==> src/rtl/mc_ctrl_pkg.sv <==
// Encodings shared by the multi-cycle control unit:
// opcodes, funcs, ALU ops, FSM states and mux selects.
package mc_ctrl_pkg;

  localparam logic [5:0] OP_RTYPE = 6'b000000;
  localparam logic [5:0] OP_ORI   = 6'b001101;
  localparam logic [5:0] OP_ADDIU = 6'b001001;
  localparam logic [5:0] OP_LW    = 6'b100011;
  localparam logic [5:0] OP_SW    = 6'b101011;
  localparam logic [5:0] OP_BEQ   = 6'b000100;
  localparam logic [5:0] OP_J     = 6'b000010;

  localparam logic [5:0] FN_ADD  = 6'b100000;
  localparam logic [5:0] FN_ADDU = 6'b100001;
  localparam logic [5:0] FN_SUB  = 6'b100010;
  localparam logic [5:0] FN_SUBU = 6'b100011;
  localparam logic [5:0] FN_AND  = 6'b100100;
  localparam logic [5:0] FN_OR   = 6'b100101;
  localparam logic [5:0] FN_SLT  = 6'b101010;
  localparam logic [5:0] FN_SLTU = 6'b101011;

  localparam logic [2:0] ALU_ADDU = 3'b000;
  localparam logic [2:0] ALU_ADD  = 3'b001;
  localparam logic [2:0] ALU_OR   = 3'b010;
  localparam logic [2:0] ALU_AND  = 3'b011;
  localparam logic [2:0] ALU_SUBU = 3'b100;
  localparam logic [2:0] ALU_SUB  = 3'b101;
  localparam logic [2:0] ALU_SLTU = 3'b110;
  localparam logic [2:0] ALU_SLT  = 3'b111;

  localparam logic [3:0] S_IFETCH = 4'd0;
  localparam logic [3:0] S_DECODE = 4'd1;
  localparam logic [3:0] S_MEMADR = 4'd2;
  localparam logic [3:0] S_MEMRD  = 4'd3;
  localparam logic [3:0] S_MEMWB  = 4'd4;
  localparam logic [3:0] S_MEMWR  = 4'd5;
  localparam logic [3:0] S_EXEC   = 4'd6;
  localparam logic [3:0] S_RWB    = 4'd7;
  localparam logic [3:0] S_BRANCH = 4'd8;
  localparam logic [3:0] S_JUMP   = 4'd9;
  localparam logic [3:0] S_IEXEC  = 4'd10;
  localparam logic [3:0] S_IWB    = 4'd11;
  localparam logic [3:0] S_TRAP   = 4'd12;

  localparam logic [1:0] SRCB_RT   = 2'b00;
  localparam logic [1:0] SRCB_FOUR = 2'b01;
  localparam logic [1:0] SRCB_IMM  = 2'b10;
  localparam logic [1:0] SRCB_BOFS = 2'b11;

  localparam logic [1:0] PCSRC_ALU    = 2'b00;
  localparam logic [1:0] PCSRC_ALUOUT = 2'b01;
  localparam logic [1:0] PCSRC_JUMP   = 2'b10;

  typedef struct packed {
    logic       pc_wr;
    logic       pc_wr_cond;
    logic       i_or_d;
    logic       mem_rd;
    logic       mem_wr;
    logic       ir_wr;
    logic       reg_wr;
    logic       reg_dst;
    logic       mem_to_reg;
    logic       alu_src_a;
    logic [1:0] alu_src_b;
    logic       ext_op;
    logic [2:0] alu_ctr;
    logic [1:0] pc_src;
  } ctrl_t;

  function automatic logic is_mem_state(
    input logic [3:0] s
  );
    return (s == S_IFETCH) ||
           (s == S_MEMRD) ||
           (s == S_MEMWR);
  endfunction

endpackage

==> src/rtl/mc_ctrl_if.sv <==
// Bundle between the control unit and the
// multi-cycle datapath / memory.
interface mc_ctrl_if #(
  parameter int CNT_W = 32
) ();

  logic [5:0]       op;
  logic [5:0]       func;
  logic             mem_ready;
  logic             PCWr;
  logic             PCWrCond;
  logic             IorD;
  logic             MemRd;
  logic             MemWr;
  logic             IRWr;
  logic             RegWr;
  logic             RegDst;
  logic             MemtoReg;
  logic             ALUSrcA;
  logic [1:0]       ALUSrcB;
  logic             ExtOp;
  logic [2:0]       ALUctr;
  logic [1:0]       PCSrc;
  logic [3:0]       state;
  logic             illegal;
  logic             timeout;
  logic             halted;
  logic [CNT_W-1:0] instret;

  modport master (
    input  op, func, mem_ready,
    output PCWr, PCWrCond, IorD, MemRd,
    output MemWr, IRWr, RegWr, RegDst,
    output MemtoReg, ALUSrcA, ALUSrcB,
    output ExtOp, ALUctr, PCSrc, state,
    output illegal, timeout, halted,
    output instret
  );

  modport slave (
    output op, func, mem_ready,
    input  PCWr, PCWrCond, IorD, MemRd,
    input  MemWr, IRWr, RegWr, RegDst,
    input  MemtoReg, ALUSrcA, ALUSrcB,
    input  ExtOp, ALUctr, PCSrc, state,
    input  illegal, timeout, halted,
    input  instret
  );

endinterface

==> src/rtl/mc_alu_dec.sv <==
// R-type func decoder: ALU operation plus a
// legality bit for trapping unknown funcs.
module mc_alu_dec
  import mc_ctrl_pkg::*;
(
  input  logic [5:0] func_i,
  output logic [2:0] alu_ctr_o,
  output logic       valid_o
);

  always_comb begin
    alu_ctr_o = ALU_ADDU;
    valid_o   = 1'b1;
    case (func_i)
      FN_ADD:  alu_ctr_o = ALU_ADD;
      FN_ADDU: alu_ctr_o = ALU_ADDU;
      FN_SUB:  alu_ctr_o = ALU_SUB;
      FN_SUBU: alu_ctr_o = ALU_SUBU;
      FN_AND:  alu_ctr_o = ALU_AND;
      FN_OR:   alu_ctr_o = ALU_OR;
      FN_SLT:  alu_ctr_o = ALU_SLT;
      FN_SLTU: alu_ctr_o = ALU_SLTU;
      default: valid_o   = 1'b0;
    endcase
  end

endmodule

==> src/rtl/multi_cycle_ctrl.sv <==
// Moore FSM sequencing a MIPS-subset multi-cycle
// datapath, with memory wait timeout and traps.
module multi_cycle_ctrl
  import mc_ctrl_pkg::*;
#(
  parameter bit MEM_HANDSHAKE = 1'b1,
  parameter int WAIT_MAX      = 15,
  parameter int CNT_W         = 32
) (
  input  logic      clk,
  input  logic      reset,
  mc_ctrl_if.master bus
);

  localparam int WW = $clog2(WAIT_MAX + 1);
  localparam logic [WW-1:0] WAIT_LIM =
    WW'(WAIT_MAX);

  logic [3:0]       state_q, state_d;
  logic [WW-1:0]    wait_q, wait_d;
  logic             illegal_q, illegal_d;
  logic             timeout_q, timeout_d;
  logic [CNT_W-1:0] instret_q;
  logic             retire;
  logic             done;
  logic             mem_st;
  logic             tmo_hit;
  logic [2:0]       fn_alu;
  logic             fn_valid;
  ctrl_t            c;

  logic is_r, is_lw, is_sw, is_beq;
  logic is_j, is_ori, is_addiu;

  assign is_r     = bus.op == OP_RTYPE;
  assign is_lw    = bus.op == OP_LW;
  assign is_sw    = bus.op == OP_SW;
  assign is_beq   = bus.op == OP_BEQ;
  assign is_j     = bus.op == OP_J;
  assign is_ori   = bus.op == OP_ORI;
  assign is_addiu = bus.op == OP_ADDIU;

  mc_alu_dec u_alu_dec (
    .func_i    (bus.func),
    .alu_ctr_o (fn_alu),
    .valid_o   (fn_valid)
  );

  // Without handshake every memory access
  // completes in its first cycle.
  assign done    = !MEM_HANDSHAKE || bus.mem_ready;
  assign mem_st  = is_mem_state(state_q);
  assign tmo_hit = MEM_HANDSHAKE && mem_st &&
                   !bus.mem_ready &&
                   (wait_q == WAIT_LIM);

  always_comb begin
    state_d   = state_q;
    illegal_d = illegal_q;
    timeout_d = timeout_q;
    wait_d    = '0;
    retire    = 1'b0;
    case (state_q)
      S_IFETCH: if (done) state_d = S_DECODE;
      S_DECODE: begin
        unique case (1'b1)
          is_lw, is_sw:
            state_d = S_MEMADR;
          is_r && fn_valid:
            state_d = S_EXEC;
          is_beq:
            state_d = S_BRANCH;
          is_j:
            state_d = S_JUMP;
          is_ori, is_addiu:
            state_d = S_IEXEC;
          default: begin
            state_d   = S_TRAP;
            illegal_d = 1'b1;
          end
        endcase
      end
      S_MEMADR:
        state_d = is_sw ? S_MEMWR : S_MEMRD;
      S_MEMRD: if (done) state_d = S_MEMWB;
      S_MEMWB: begin
        retire  = 1'b1;
        state_d = S_IFETCH;
      end
      S_MEMWR: if (done) begin
        retire  = 1'b1;
        state_d = S_IFETCH;
      end
      S_EXEC:  state_d = S_RWB;
      S_IEXEC: state_d = S_IWB;
      S_RWB, S_IWB, S_BRANCH, S_JUMP: begin
        retire  = 1'b1;
        state_d = S_IFETCH;
      end
      S_TRAP:  state_d = S_TRAP;
      default: state_d = S_TRAP;
    endcase
    if (tmo_hit) begin
      state_d   = S_TRAP;
      timeout_d = 1'b1;
    end
    if (MEM_HANDSHAKE && mem_st &&
        !done && !tmo_hit)
      wait_d = wait_q + WW'(1);
  end

  always_comb begin
    c         = '0;
    c.alu_ctr = ALU_ADDU;
    case (state_q)
      S_IFETCH: begin
        c.mem_rd    = 1'b1;
        c.alu_src_b = SRCB_FOUR;
        c.ir_wr     = done;
        c.pc_wr     = done;
      end
      S_DECODE: begin
        c.alu_src_b = SRCB_BOFS;
        c.ext_op    = 1'b1;
      end
      S_MEMADR: begin
        c.alu_src_a = 1'b1;
        c.alu_src_b = SRCB_IMM;
        c.ext_op    = 1'b1;
      end
      S_MEMRD: begin
        c.mem_rd = 1'b1;
        c.i_or_d = 1'b1;
      end
      S_MEMWB: begin
        c.reg_wr     = 1'b1;
        c.mem_to_reg = 1'b1;
      end
      S_MEMWR: begin
        c.mem_wr = 1'b1;
        c.i_or_d = 1'b1;
      end
      S_EXEC: begin
        c.alu_src_a = 1'b1;
        c.alu_src_b = SRCB_RT;
        c.alu_ctr   = fn_alu;
      end
      S_RWB: begin
        c.reg_wr  = 1'b1;
        c.reg_dst = 1'b1;
      end
      S_IEXEC: begin
        c.alu_src_a = 1'b1;
        c.alu_src_b = SRCB_IMM;
        c.ext_op    = !is_ori;
        c.alu_ctr   = is_ori ? ALU_OR : ALU_ADDU;
      end
      S_IWB: c.reg_wr = 1'b1;
      S_BRANCH: begin
        c.alu_src_a  = 1'b1;
        c.alu_src_b  = SRCB_RT;
        c.alu_ctr    = ALU_SUBU;
        c.pc_wr_cond = 1'b1;
        c.pc_src     = PCSRC_ALUOUT;
      end
      S_JUMP: begin
        c.pc_wr  = 1'b1;
        c.pc_src = PCSRC_JUMP;
      end
      default: c = '0;
    endcase
  end

  always_ff @(posedge clk) begin
    if (reset) begin
      state_q   <= S_IFETCH;
      wait_q    <= '0;
      illegal_q <= 1'b0;
      timeout_q <= 1'b0;
      instret_q <= '0;
    end else begin
      state_q   <= state_d;
      wait_q    <= wait_d;
      illegal_q <= illegal_d;
      timeout_q <= timeout_d;
      if (retire)
        instret_q <= instret_q + CNT_W'(1);
    end
  end

  assign bus.PCWr     = c.pc_wr;
  assign bus.PCWrCond = c.pc_wr_cond;
  assign bus.IorD     = c.i_or_d;
  assign bus.MemRd    = c.mem_rd;
  assign bus.MemWr    = c.mem_wr;
  assign bus.IRWr     = c.ir_wr;
  assign bus.RegWr    = c.reg_wr;
  assign bus.RegDst   = c.reg_dst;
  assign bus.MemtoReg = c.mem_to_reg;
  assign bus.ALUSrcA  = c.alu_src_a;
  assign bus.ALUSrcB  = c.alu_src_b;
  assign bus.ExtOp    = c.ext_op;
  assign bus.ALUctr   = c.alu_ctr;
  assign bus.PCSrc    = c.pc_src;
  assign bus.state    = state_q;
  assign bus.illegal  = illegal_q;
  assign bus.timeout  = timeout_q;
  assign bus.halted   = state_q == S_TRAP;
  assign bus.instret  = instret_q;

endmodule

==> src/flat_wrapper.sv <==
// flat-port wrapper written by rule: the top's interface ports become plain ports
module multi_cycle_ctrl_flat import mc_ctrl_pkg::*;
#(
  parameter bit MEM_HANDSHAKE = 1'b1,
  parameter int WAIT_MAX      = 15,
  parameter int CNT_W         = 32
)
  (clk, reset, bus_op, bus_func, bus_mem_ready, bus_PCWr, bus_PCWrCond, bus_IorD, bus_MemRd, bus_MemWr, bus_IRWr, bus_RegWr, bus_RegDst, bus_MemtoReg, bus_ALUSrcA, bus_ALUSrcB, bus_ExtOp, bus_ALUctr, bus_PCSrc, bus_state, bus_illegal, bus_timeout, bus_halted, bus_instret);
  mc_ctrl_if #(.CNT_W(CNT_W)) bus_i ();
  input  logic clk;
  input  logic reset;
  input wire logic [$bits(bus_i.op)-1:0] bus_op;
  input wire logic [$bits(bus_i.func)-1:0] bus_func;
  input wire logic [$bits(bus_i.mem_ready)-1:0] bus_mem_ready;
  output wire logic [$bits(bus_i.PCWr)-1:0] bus_PCWr;
  output wire logic [$bits(bus_i.PCWrCond)-1:0] bus_PCWrCond;
  output wire logic [$bits(bus_i.IorD)-1:0] bus_IorD;
  output wire logic [$bits(bus_i.MemRd)-1:0] bus_MemRd;
  output wire logic [$bits(bus_i.MemWr)-1:0] bus_MemWr;
  output wire logic [$bits(bus_i.IRWr)-1:0] bus_IRWr;
  output wire logic [$bits(bus_i.RegWr)-1:0] bus_RegWr;
  output wire logic [$bits(bus_i.RegDst)-1:0] bus_RegDst;
  output wire logic [$bits(bus_i.MemtoReg)-1:0] bus_MemtoReg;
  output wire logic [$bits(bus_i.ALUSrcA)-1:0] bus_ALUSrcA;
  output wire logic [$bits(bus_i.ALUSrcB)-1:0] bus_ALUSrcB;
  output wire logic [$bits(bus_i.ExtOp)-1:0] bus_ExtOp;
  output wire logic [$bits(bus_i.ALUctr)-1:0] bus_ALUctr;
  output wire logic [$bits(bus_i.PCSrc)-1:0] bus_PCSrc;
  output wire logic [$bits(bus_i.state)-1:0] bus_state;
  output wire logic [$bits(bus_i.illegal)-1:0] bus_illegal;
  output wire logic [$bits(bus_i.timeout)-1:0] bus_timeout;
  output wire logic [$bits(bus_i.halted)-1:0] bus_halted;
  output wire logic [$bits(bus_i.instret)-1:0] bus_instret;
  assign bus_i.op = bus_op;
  assign bus_i.func = bus_func;
  assign bus_i.mem_ready = bus_mem_ready;
  assign bus_PCWr = bus_i.PCWr;
  assign bus_PCWrCond = bus_i.PCWrCond;
  assign bus_IorD = bus_i.IorD;
  assign bus_MemRd = bus_i.MemRd;
  assign bus_MemWr = bus_i.MemWr;
  assign bus_IRWr = bus_i.IRWr;
  assign bus_RegWr = bus_i.RegWr;
  assign bus_RegDst = bus_i.RegDst;
  assign bus_MemtoReg = bus_i.MemtoReg;
  assign bus_ALUSrcA = bus_i.ALUSrcA;
  assign bus_ALUSrcB = bus_i.ALUSrcB;
  assign bus_ExtOp = bus_i.ExtOp;
  assign bus_ALUctr = bus_i.ALUctr;
  assign bus_PCSrc = bus_i.PCSrc;
  assign bus_state = bus_i.state;
  assign bus_illegal = bus_i.illegal;
  assign bus_timeout = bus_i.timeout;
  assign bus_halted = bus_i.halted;
  assign bus_instret = bus_i.instret;
  multi_cycle_ctrl #(.MEM_HANDSHAKE(MEM_HANDSHAKE), .WAIT_MAX(WAIT_MAX), .CNT_W(CNT_W)) u_core (.clk(clk), .reset(reset), .bus(bus_i));
endmodule
==> config.mk <==
export PLATFORM = sky130hd
export DESIGN_NAME = multi_cycle_ctrl_flat
export DESIGN_NICKNAME = d
export VERILOG_FILES = /design/src/rtl/mc_ctrl_pkg.sv /design/src/rtl/mc_ctrl_if.sv /design/src/rtl/mc_alu_dec.sv /design/src/rtl/multi_cycle_ctrl.sv /design/src/flat_wrapper.sv
export SDC_FILE = /design/constraint.sdc
export NUM_CORES = 1
export LEC_CHECK = 0
export BUFFER_PORTS_ARGS = -buffer_cell sky130_fd_sc_hd__buf_2
export CORE_MARGIN = 10
export CORE_UTILIZATION = 30
export CTS_BUF_LIST = sky130_fd_sc_hd__clkbuf_4
export DETAILED_ROUTE_END_ITERATION = 8
export PLACE_DENSITY_LB_ADDON = 0.25
export REMOVE_ABC_BUFFERS = 1
export SYNTH_ARGS = -nofsm -noshare
export SYNTH_HDL_FRONTEND = slang
export SYNTH_SLANG_ARGS = --single-unit
==> constraint.sdc <==
create_clock -name clk -period 6.2 [get_ports clk]
set_clock_uncertainty 0.2 [all_clocks]
set_input_delay 0.62 -clock clk [delete_from_list [all_inputs] [get_ports clk]]
set_output_delay 0.62 -clock clk [all_outputs]
set_load 0.02 [all_outputs]
== Word level (Yosys, flattened, before mapping) ==
Index checks and enable logic that the tools add are counted.

* Add/sub/neg operators: 2
* Bitwise logic cells: 2
* Equality and inequality tests: 33
* Reductions and logical operators: 27
* Multiplexer cells: 26

{| class="wikitable"
|+ Operators by type and width
! cell !! count
|-
| 6-bit equality test, second input constant || 10
|-
| 32-bit by 1-bit adder with 32-bit output, second input constant || 1
|-
| 4-bit one-hot mux with 8 select lines || 1
|-
| 4-bit equality test, second input constant || 6
|-
| 3-bit one-hot mux with 7 select lines || 1
|-
| 4-bit one-hot mux with 5 select lines || 1
|-
| 4-bit by 3-bit equality test with 1-bit output, second input constant || 4
|-
| 4-bit two-way mux || 4
|-
| 2-bit OR reduction || 8
|-
| 6-bit by 4-bit equality test with 1-bit output, second input constant || 2
|-
| 1-bit two-way mux || 11
|-
| 3-bit by 2-bit inequality test with 1-bit output, second input constant || 3
|-
| 3-bit one-hot mux with 3 select lines || 1
|-
| 4-bit by 2-bit equality test with 1-bit output, second input constant || 2
|-
| 8-bit OR reduction || 1
|-
| 7-bit OR reduction || 1
|-
| 6-bit by 2-bit equality test with 1-bit output, second input constant || 1
|-
| 6-bit by 3-bit equality test with 1-bit output, second input constant || 1
|-
| 6-bit zero test || 1
|-
| 2-bit inequality test, second input constant || 3
|-
| 1-bit one-hot mux with 2 select lines || 3
|-
| 2-bit one-hot mux with 3 select lines || 1
|-
| 3-bit AND reduction || 2
|-
| 5-bit OR reduction || 1
|-
| other kinds (13) || 20
|}

* Flip-flop bits (word level): 42
* Bits of input ports: 15
* Output and inout bits: 57
* Logic and storage cells: 96

== Longest topological paths before layout ==
Gate-level depths: netlist of the first run.

* Depth in word-level cells: 9
* Mapped depth: 8
* Gate-level depth less buffers: 6

== Modules after synthesis ==
Synthesis of the first run repeated with hierarchy kept, for this count alone.

* Cell total of the unflattened synthesis: 311
* Area, all modules: 2467.4 um2

{| class="wikitable"
|+ Modules (own cells, without submodules)
! module !! area each (um2) !! sequential area each (um2) !! times used !! cells an instance
|-
| multi_cycle_ctrl || 2403.6 || 840.8 || 1 || 303
|-
| mc_alu_dec || 63.8 || 0.0 || 1 || 8
|}

== Worst setup path before layout of the first run ==
OpenSTA, ideal clock, no wires.

* Path kind: register to output
* Start: reg u_core.state_q[3], in the netlist u_core.bus.state[3]
* End: out bus_ALUctr[2]
* Data required time: 5.380 ns
* Stages on the path, launching flop included: 6
* Path buffers: 2
* Slack: 3.515 ns
* Data arrival time: 1.865 ns
* Path through: dfxtp_1 -> buf_2 -> clkbuf_1 -> nand2_1 -> nor3_1 -> a41o_1

* Longest elaborated chain between the ends: 2
* Elaborated cells on any way between the ends: 4
* Those cells by class: eq/ne: 3; mux: 1

{| class="wikitable"
|+ RTL lines
! item !! line !! source
|-
| start, declared || multi_cycle_ctrl.sv:19 || <nowiki>logic [3:0] state_q, state_d;</nowiki>
|-
| start signal, assigned || multi_cycle_ctrl.sv:182 || <nowiki>state_q <= state_d;</nowiki>
|-
| 4-bit equality test / 4-bit by 3-bit equality test with 1-bit output (equally long branches) || multi_cycle_ctrl.sv:115 || <nowiki>case (state_q)</nowiki>
|-
| 3-bit one-hot mux with 3 select lines (*) || multi_cycle_ctrl.sv:115 ||
|-
| end, declared || flat_wrapper.sv:27 || <nowiki>output wire logic [$bits(bus_i.ALUctr)-1:0] bus_ALUctr;</nowiki>
|}

Every way passes the cells marked *; elsewhere a longest branch is shown, timed or not.

== Final worst setup path of the first run ==
* Start: reg u_core.state_q[1], in the netlist u_core.bus.state[1]
* End: out bus_ALUctr[0]

Same word-level chain as after synthesis.

==> run_results.csv, run 1 <==
group,metric,value,unit
run_status,status,"finished clean",
sta,clock.fmax,0.323,GHz
route,post_drt_wl_per_cell,14.3,um
global_routing,grt_max_degree,39,
clocking,cts_setup_buffers,0,
global_routing,busiest_layer,"met2",
critical_path,path_max_fanout,21,
floorplan,design.die.area,0.0124,mm^2
power_and_ir_drop,switchingPower,230,uW
placement,placed_cells,470,
sta,tns,0,ps
yosys,synthCells,315,
power_and_ir_drop,pwr-share-seq,45.4,%
yosys,ys_ff_latch,42,
clocking,post_cts_resized,0,
floorplan,io_pins,72,
clocking,htreeDepth,2,
yosys,synth-main-ff-cell,"dfxtp_1",
clocking,root_buffer,"clkbuf_4",
global_routing,first_global_vias,2359,
sta,maxSlewHeadroom,52.7,%
floorplan,core_area,0.00818,mm^2
clocking,ctsHoldBuffers,0,
sta,finalCritPeriodShare,49.9,%
power_and_ir_drop,power_per_cell_area,224,mW/mm^2
floorplan,die_w,111,um
sta,hold_violations,0,
yosys,synthArstFlopShare,0,%
placement,gp_congestion,0.803,
power_and_ir_drop,p_int,436,uW
global_routing,grt_pass1_wl,11500,um
global_routing,grt_use_met2,18.7,%
clocking,cts_made_buffers,5,
floorplan,die_h,111,um
critical_path,critPathKind,"register to primary output",
route,postRouteAntennaNets,0,
route,first_iter_violations,159,
yosys,synth_edf_count,0,
clocking,cts_sinks,42,
critical_path,startpoint_type,"register",
sta,setup_violations,0,
placement,portBuffers,71,
power_and_ir_drop,vdd_ir_drop_max,0.0000859,V
route,vias_per_cell,5.08,
route,detail_route.first_pass.iterations,4,
global_routing,grtUsageMet1,12.2,%
clocking,cts_buffer_depth,2,
critical_path,crit_required,5380,ps
sta,tightest_slew,710,ps
global_routing,use_met3,2.81,%
clocking,insertion_delay,370,ps
floorplan,fp-row-count,33,
final_layout,drive_gt1_share,25.7,%
yosys,syn_area_per_cell,7.92,um^2
yosys,yosysSeqAreaShare,33.7,%
critical_path,end_kind,"primary output",
final_layout,layout_common_cells,"buf_2, nor2_1, dfxtp_1, nand2_1, xnor2_1",
final_layout,nets,389,
critical_path,arrival,2270,ps
power_and_ir_drop,p_sw_share,34.6,%
yosys,synth_warnings,0,
clocking,cts.clk_slew.worst_paths,120,ps
sta,grt_setup_unrepaired,"no",
sta,drv_slew,0,
power_and_ir_drop,p_leak,0.00115,uW
yosys,ys_types,48,
power_and_ir_drop,p_clk_share,28.0,%
clocking,cts_tree,"yes",
yosys,netlist_area,0.00250,mm^2
global_routing,grt-ovfl-total,0,
floorplan,start_util,30.5,%
global_routing,antenna_found_initial,0,
worst_hold_path,holdCritPathClass,"register to register",
route,vias,2426,
flow_run,maxCapViolCount,0,
final_layout,final_cells,478,
global_routing,track_usage,10.7,%
placement,dp_hpwl,5060,um
final_layout,final_common_cell,"buf_2",
final_layout,antenna_cells,0,
route,drc,0,
sta,post-route-min-period,3090,ps
route,wl,6820,um
final_layout,area_delta_synth_final,19.0,%
power_and_ir_drop,combPwrFrac,26.6,%
==> worst max-delay path, stage by stage, from the launching register on <==
cell     delay (ps)
dfxtp_1         780
nor2b_1         540
nand3_1         200
nor3_1          210
buf_2           190
==> Yosys cell counts, types with 5 or more instances <==
| master | instances | share of area, % |
|---|---|---|
| a21oi_1 | 12 | 2.4 |
| nor3_1 | 10 | 2.0 |
| and4_1 | 6 | 2.1 |
| nand2_1 | 20 | 3.0 |
| xor2_1 | 13 | 4.6 |
| dfxtp_1 | 42 | 34 |
| nand4_1 | 18 | 4.5 |
| nor4_2 | 9 | 4.5 |
| nor2b_1 | 6 | 1.5 |
| nand3_1 | 19 | 3.8 |
| nor4_1 | 7 | 1.8 |
| buf_1 | 5 | 0.75 |
| clkbuf_1 | 11 | 1.7 |
| xnor2_1 | 20 | 7.0 |
| nor2_1 | 52 | 7.8 |
| inv_1 | 7 | 1.1 |
| and3_1 | 5 | 1.3 |
==> area by class of cell <==
| type | instances | area (um^2) |
|---|---|---|
| fillers | 878 | 5200 |
| inverters | 7 | 26.3 |
| flip-flops and latches | 42 | 841 |
| repair buffers | 72 | 363 |
| multi-input cells | 244 | 1530 |
| well taps | 105 | 131 |
| clock buffers | 7 | 52.6 |
| clock inverters | 1 | 30.0 |
==> cells by family (layout without fill, tap and decap cells) <==
| kind of cell | Yosys count | after routing | synth area share (%) |
|---|---|---|---|
| and+or+nand+nor | 178 | 178 | 40.3 |
| muxes | 2 | 2 | 0.852 |
| adders and majority gates | 2 | 2 | 1.00 |
| xor gates and xnor gates | 33 | 33 | 11.6 |
| AOI/OAI and AO/OA | 29 | 29 | 7.47 |
| DFF | 42 | 42 | 33.7 |
| buffers and inverters | 29 | 87 | 5.16 |
==> sequential cells by signal, summed over array words and instances, names as in the netlist <==
| signal | cells |
|---|---|
| u_core.bus.timeout | 1 |
| u_core.bus.state | 4 |
| u_core.wait_q | 4 |
| u_core.bus.instret | 32 |
| u_core.bus.illegal | 1 |
==> through the flow <==
stage / utilization (%) / power, uW / setup slack [ps] / area, um^2 / hold slack (ps)
after detailed placement: 35.3 / 486 / 3350 / 2890 / 239
after global routing: 36.3 / 702 / 2890 / 2970 / 289
after floorplan: - / 420 / 3370 / 2390 / 218
after global placement: 35.3 / 485 / 3390 / 2890 / 233
after CTS: 36.3 / 670 / 3100 / 2970 / 265
final: 36.3 / 666 / 3110 / 2970 / 259
==> metal layers <==
layer | wire, um | share of wire, %
met5 | 0 | 0
met4 | 79 | 1.2
met3 | 344 | 5.0
met2 | 3410 | 50
met1 | 2980 | 44
==> power groups by stage <==
stage / combinational, uW / clock (uW) / sequential [uW]
after floorplan: 109 / 0 / 312
after global placement: 177 / 0 / 308
after detailed placement: 178 / 0 / 308
after CTS: 178 / 189 / 302
after global routing: 192 / 204 / 306
final: 177 / 187 / 302
==> final timing paths <==
check	startpoint	to	slack, ps	cells past startpoint
setup / recovery	u_core.bus.state[1]	bus_ALUctr[0]	3110	4
setup reg to reg	u_core.bus.state[0]	u_core.bus.instret[16]	3320	5
hold / removal	u_core.wait_q[0]	u_core.wait_q[0]	260	1
hold reg to reg	u_core.wait_q[0]	u_core.wait_q[0]	260	1
No activity file was read; power rests on OpenSTA's default activity.
==> run 2: changes to the inputs <==
==> constraint.sdc (replaced) <==
create_clock -name clk -period 2.5 [get_ports clk]
set_clock_uncertainty 0.2 [all_clocks]
set_input_delay 0.25 -clock clk [delete_from_list [all_inputs] [get_ports clk]]
set_output_delay 0.25 -clock clk [all_outputs]
set_load 0.02 [all_outputs]
==> run 2 against run 1 <==
Cell count is 2.9% higher. Count of clock-buffer cells in the layout is 1 lower. Wire length is 1.4% higher. Combinational power grew to 2.9 times the previous value. Sequential share of layout area is 0.71 points lower. Total power is 140% higher. Non-clock buffer count is 14 higher.
==> run_results.csv, run 2 (same netlist as run 1, synthesis figures left out) <==
group,metric,value,unit
global_routing,antenna_found_initial,0,
clocking,root_buffer,"clkbuf_4",
clocking,cts_buffer_depth,2,
worst_hold_path,hold_depth,2,
power_and_ir_drop,power_per_cell_area,515,mW/mm^2
power_and_ir_drop,pwr-share-seq,45.7,%
floorplan,start_util,30.5,%
critical_path,critPathKind,"register to primary output",
power_and_ir_drop,switchingPower,570,uW
route,detail_route.first_pass.iterations,4,
sta,grt_setup_unrepaired,"no",
placement,gp_congestion,0.806,
final_layout,antenna_cells,0,
power_and_ir_drop,vdd_ir_drop_max,0.000166,V
flow_run,maxCapViolCount,0,
placement,dp_hpwl,5390,um
sta,post-route-min-period,2230,ps
route,drc,0,
critical_path,arrival,1780,ps
sta,finalCritPeriodShare,89.3,%
critical_path,startpoint_type,"register",
floorplan,die_w,111,um
worst_hold_path,hold_path.startpoint,"reset",
sta,hold_violations,0,
floorplan,fp-row-count,33,
final_layout,final_util,37.3,%
floorplan,io_pins,72,
sta,setup_violations,0,
sta,whs,116,ps
sta,drv_slew,0,
clocking,htreeDepth,2,
power_and_ir_drop,p_sw_share,36.4,%
global_routing,grt_max_degree,25,
global_routing,first_global_vias,2436,
global_routing,grt-ovfl-total,0,
power_and_ir_drop,p_clk_share,21.6,%
route,first_iter_violations,128,
sta,tns,0,ps
worst_hold_path,holdCritPathClass,"input port to register",
route,wl,6920,um
clocking,cts_setup_buffers,0,
route,postRouteAntennaNets,0,
critical_path,regToRegSetupSlack,280,ps
clocking,cts_made_buffers,5,
worst_hold_path,hold_end,"u_core.bus.instret[20]",
final_layout,area_delta_synth_final,22.1,%
clocking,cts_sinks,42,
global_routing,grt_pass1_wl,11700,um
route,vias_per_cell,5.02,
final_layout,nets,403,
sta,maxSlewHeadroom,63.4,%
critical_path,path_max_fanout,17,
final_layout,drive_gt1_share,28.2,%
critical_path,end_kind,"primary output",
sta,clock.fmax,0.448,GHz
placement,portBuffers,71,
final_layout,layout_common_cells,"buf_2, nor2_1, dfxtp_1, nand2_1, xnor2_1",
floorplan,core_area,0.00818,mm^2
critical_path,r2r-start,"u_core.bus.instret[6]",
global_routing,track_usage,11.0,%
power_and_ir_drop,p_int,997,uW
clocking,insertion_delay,360,ps
clocking,post_cts_resized,0,
clocking,ctsHoldBuffers,0,
clocking,cts.clk_slew.worst_paths,120,ps
critical_path,crit_required,2050,ps
run_status,status,"finished clean",
floorplan,die_h,111,um
sta,tightest_slew,547,ps
clocking,cts_tree,"yes",
power_and_ir_drop,p_leak,0.00121,uW
critical_path,r2r_end,"u_core.bus.instret[25]",
route,post_drt_wl_per_cell,14.1,um
final_layout,final_common_cell,"buf_2",
power_and_ir_drop,combPwrFrac,32.7,%
final_layout,largest_reg_flops,32,
route,vias,2469,
floorplan,design.die.area,0.0124,mm^2
critical_path,r2r.worst_path.cells,5,
-- run 2: critical path, cell delays in order (launching register included) --
cell and delay (ps):
dfxtp_1 380, buf_4 230, inv_1 140, nand2_1 180
a21oi_1 80, or2_2 270, buf_2 160
-- run 2: layout make-up --
type | count | area [um^2]
tap | 105 | 131
timing repair buffer | 86 | 468
multi-input combinational | 244 | 1530
clock inverter | 2 | 8.76
clock buffer | 6 | 45.0
sequential | 42 | 841
inverter | 7 | 26.3
fill | 873 | 5130
-- run 2: power groups by stage --
stage          combinational, uW  clock [uW]  sequential (uW)
6_report                     513         338              716
3_5_place_dp                 518           0              731
4_1_cts                      520         359              716
3_3_place_gp                 515           0              731
2_1_floorplan                270           0              773
5_1_grt                      567         392              719
-- run 2: worst max path at each step --
stage,from,end,cells after the start
2_1_floorplan,u_core.bus.state[0],u_core.bus.instret[26],5
3_3_place_gp,u_core.bus.instret[8],u_core.bus.instret[29],5
3_5_place_dp,u_core.bus.instret[6],u_core.bus.instret[29],5
4_1_cts,u_core.bus.state[2],bus_PCWr,6
5_1_grt,u_core.bus.state[2],bus_ALUctr[0],6
6_report,u_core.bus.state[2],bus_RegWr,6
-- run 2: layer usage --
layer / track usage (%) / vias to the layer above / routed length, um
li1: - / 1268 / -
met1: 12.4 / 1157 / 3000
met2: 19.8 / 38 / 3610
met3: 2.38 / 6 / 242
met4: 3.77 / 0 / 72
met5: 0 / - / 0
-- run 2: per-stage QoR --
stage / area (um^2) / std cells / total power [uW] / setup WS [ps]
floorplan: 2390 / 293 / 1040 / -329
global placement: 2990 / 484 / 1250 / 288
detailed placement: 2990 / 484 / 1250 / 284
CTS: 3050 / 492 / 1590 / 232
global route: 3050 / 492 / 1680 / 59.5
finish: 3050 / 492 / 1570 / 268
==> run 3: changes to the inputs <==
--- a/config.mk
+++ b/config.mk
@@ -6,11 +6,12 @@
 export NUM_CORES = 1
 export LEC_CHECK = 0
 export BUFFER_PORTS_ARGS = -buffer_cell sky130_fd_sc_hd__buf_2
+export CORE_ASPECT_RATIO = 0.5
 export CORE_MARGIN = 10
 export CORE_UTILIZATION = 30
 export CTS_BUF_LIST = sky130_fd_sc_hd__clkbuf_4
 export DETAILED_ROUTE_END_ITERATION = 8
-export PLACE_DENSITY_LB_ADDON = 0.25
+export GPL_TIMING_DRIVEN = 0
 export REMOVE_ABC_BUFFERS = 1
 export SYNTH_ARGS = -nofsm -noshare
 export SYNTH_HDL_FRONTEND = slang
==> run 3 against run 2 <==
Via count is 0.41% lower. Clock power increased by 35%. Cell area shrank 0.82%. Utilization is 0.23 points higher. Total power grew 6.1%. Global-route usage shrank 0.57 points. Combinational power down 12%. Sequential power rose by 5.3%. Non-clock buffer count shrank 13. Sequential share of layout area grew 0.73 points. Maximum frequency fell by 6.9%.
==> run_results.csv, run 3 (same netlist as run 1, synthesis figures left out) <==
group,metric,value,unit
floorplan,fp-row-count,23,
placement,place_ws,-446,ps
sta,setup_violations,0,
placement,dp_hpwl,4880,um
flow_run,maxCapViolCount,0,
critical_path,path_cells,"and2_1, or4_4, or4_4, xor2_1, nor2_1",
final_layout,nets,390,
route,detail_route.first_pass.iterations,4,
global_routing,grt_pass1_wl,11200,um
global_routing,first_global_vias,2330,
power_and_ir_drop,power_per_cell_area,550,mW/mm^2
clocking,cts_tree,"yes",
final_layout,seq_area,856,um^2
critical_path,critPathKind,"register to register",
route,wl,6740,um
route,vias,2459,
sta,post-route-min-period,2400,ps
final_layout,final_cells,486,
final_layout,drive_gt1_share,27.5,%
critical_path,cpMaxStageDelayCell,"or4_4",
floorplan,io_pins,72,
global_routing,antenna_found_initial,0,
route,vias_per_cell,5.06,
placement,gp_congestion,0.779,
final_layout,layout_common_cells,"buf_2, nor2_1, dfxtp_1, nand2_1, xnor2_1",
worst_hold_path,holdCritPathClass,"input port to register",
sta,finalCritPeriodShare,95.9,%
final_layout,area_delta_synth_final,21.1,%
floorplan,start_util,31.0,%
placement,portBuffers,71,
final_layout,antenna_cells,0,
power_and_ir_drop,vdd_ir_drop_max,0.000163,V
sta,grt_setup_unrepaired,"yes",
route,first_iter_violations,156,
critical_path,crit_required,2540,ps
global_routing,track_usage,10.4,%
clocking,cts_made_buffers,5,
route,post_drt_wl_per_cell,13.9,um
critical_path,end_kind,"register",
clocking,ctsHoldBuffers,0,
clocking,root_buffer,"clkbuf_4",
clocking,insertion_delay,360,ps
power_and_ir_drop,p_leak,0.00116,uW
sta,clock.fmax,0.417,GHz
global_routing,grt_max_degree,39,
final_layout,fillCellCount,867,
clocking,cts_buffer_depth,2,
final_layout,final_common_cell,"buf_2",
run_status,status,"finished clean",
critical_path,arrival,2440,ps
critical_path,path_max_fanout,19,
route,postRouteAntennaNets,0,
sta,hold_violations,0,
floorplan,core_area,0.00806,mm^2
clocking,htreeDepth,2,
sta,finalWorstSetupSlack,103,ps
final_layout,largest_reg_flops,32,
sta,maxSlewHeadroom,52.8,%
critical_path,startpoint_type,"register",
clocking,cts_sinks,42,
floorplan,die_w,149,um
placement,placed_cells,476,
sta,drv_slew,0,
sta,tightest_slew,702,ps
route,drc,0,
critical_path,cp_common_cell,"or4_4",
final_layout,multi_input_area,0.00155,mm^2
critical_path,cp_slowest_stage_delay,680,ps
clocking,cts.clk_slew.worst_paths,130,ps
floorplan,design.die.area,0.0126,mm^2
floorplan,die_h,84.5,um
global_routing,grt-ovfl-total,0,
run 3: final timing paths:
check | slack [ps] | cells after the start | start | to
worst max-delay path | 100 | 5 | u_core.bus.state[2] | u_core.bus.instret[16]
worst min-delay path | 110 | 4 | bus_mem_ready | u_core.bus.state[0]
worst max register to register | 100 | 5 | u_core.bus.state[2] | u_core.bus.instret[16]
worst min register to register | 250 | 2 | u_core.bus.timeout | u_core.bus.timeout
run 3: layer usage:
layer	global-route usage (%)	up-vias	share of wire (%)
met4	3.01	0	1.0
met5	0	-	0
met3	2.41	7	5.2
li1	-	1242	-
met1	12.6	1154	47
met2	18.0	56	47
run 3: cell type report:
type / count / share of cell area (%)
Sequential cell: 42 / 28.3
Clock inverter: 2 / 1.24
Inverter: 7 / 0.870
Multi-Input combinational cell: 244 / 51.2
Clock buffer: 6 / 1.49
Tap cell: 112 / 4.64
Timing Repair Buffer: 73 / 12.3
run 3: report_power, final:
part	leakage (uW)	switching [uW]	internal [uW]
sequential	0.000342	59.6	694
combinational	0.000776	286	166
clock	0.0000419	235	222
total	0.00116	580	1080
run 3: through the flow:
step | utilization [%] | hold WS [ps] | power (uW) | setup TNS (ps) | instance area (um^2)
floorplan | - | 119 | 1040 | -1200 | 2390
global placement | 35.9 | 232 | 1200 | -13760 | 2890
detailed placement | 36.0 | 238 | 1200 | -6470 | 2900
CTS | 37.3 | 94.6 | 1680 | 0 | 3010
global route | 37.5 | 120 | 1750 | -11.9 | 3020
finish | 37.5 | 114 | 1660 | 0 | 3020
run 3: critical path: cells and delay by family, from the launching register on:
kind | cells | cell delay, ps
xor+xnor | 1 | 150
flops | 1 | 430
simple gates | 4 | 1500
run 3: repair_timing:
item | in CTS | in global routing
cloned | 0 | 0
setup endpoints to repair | 39 | 6
pin swaps | 2 | 0
buffers inserted | 2 | 0
gates resized for setup | 7 | 4
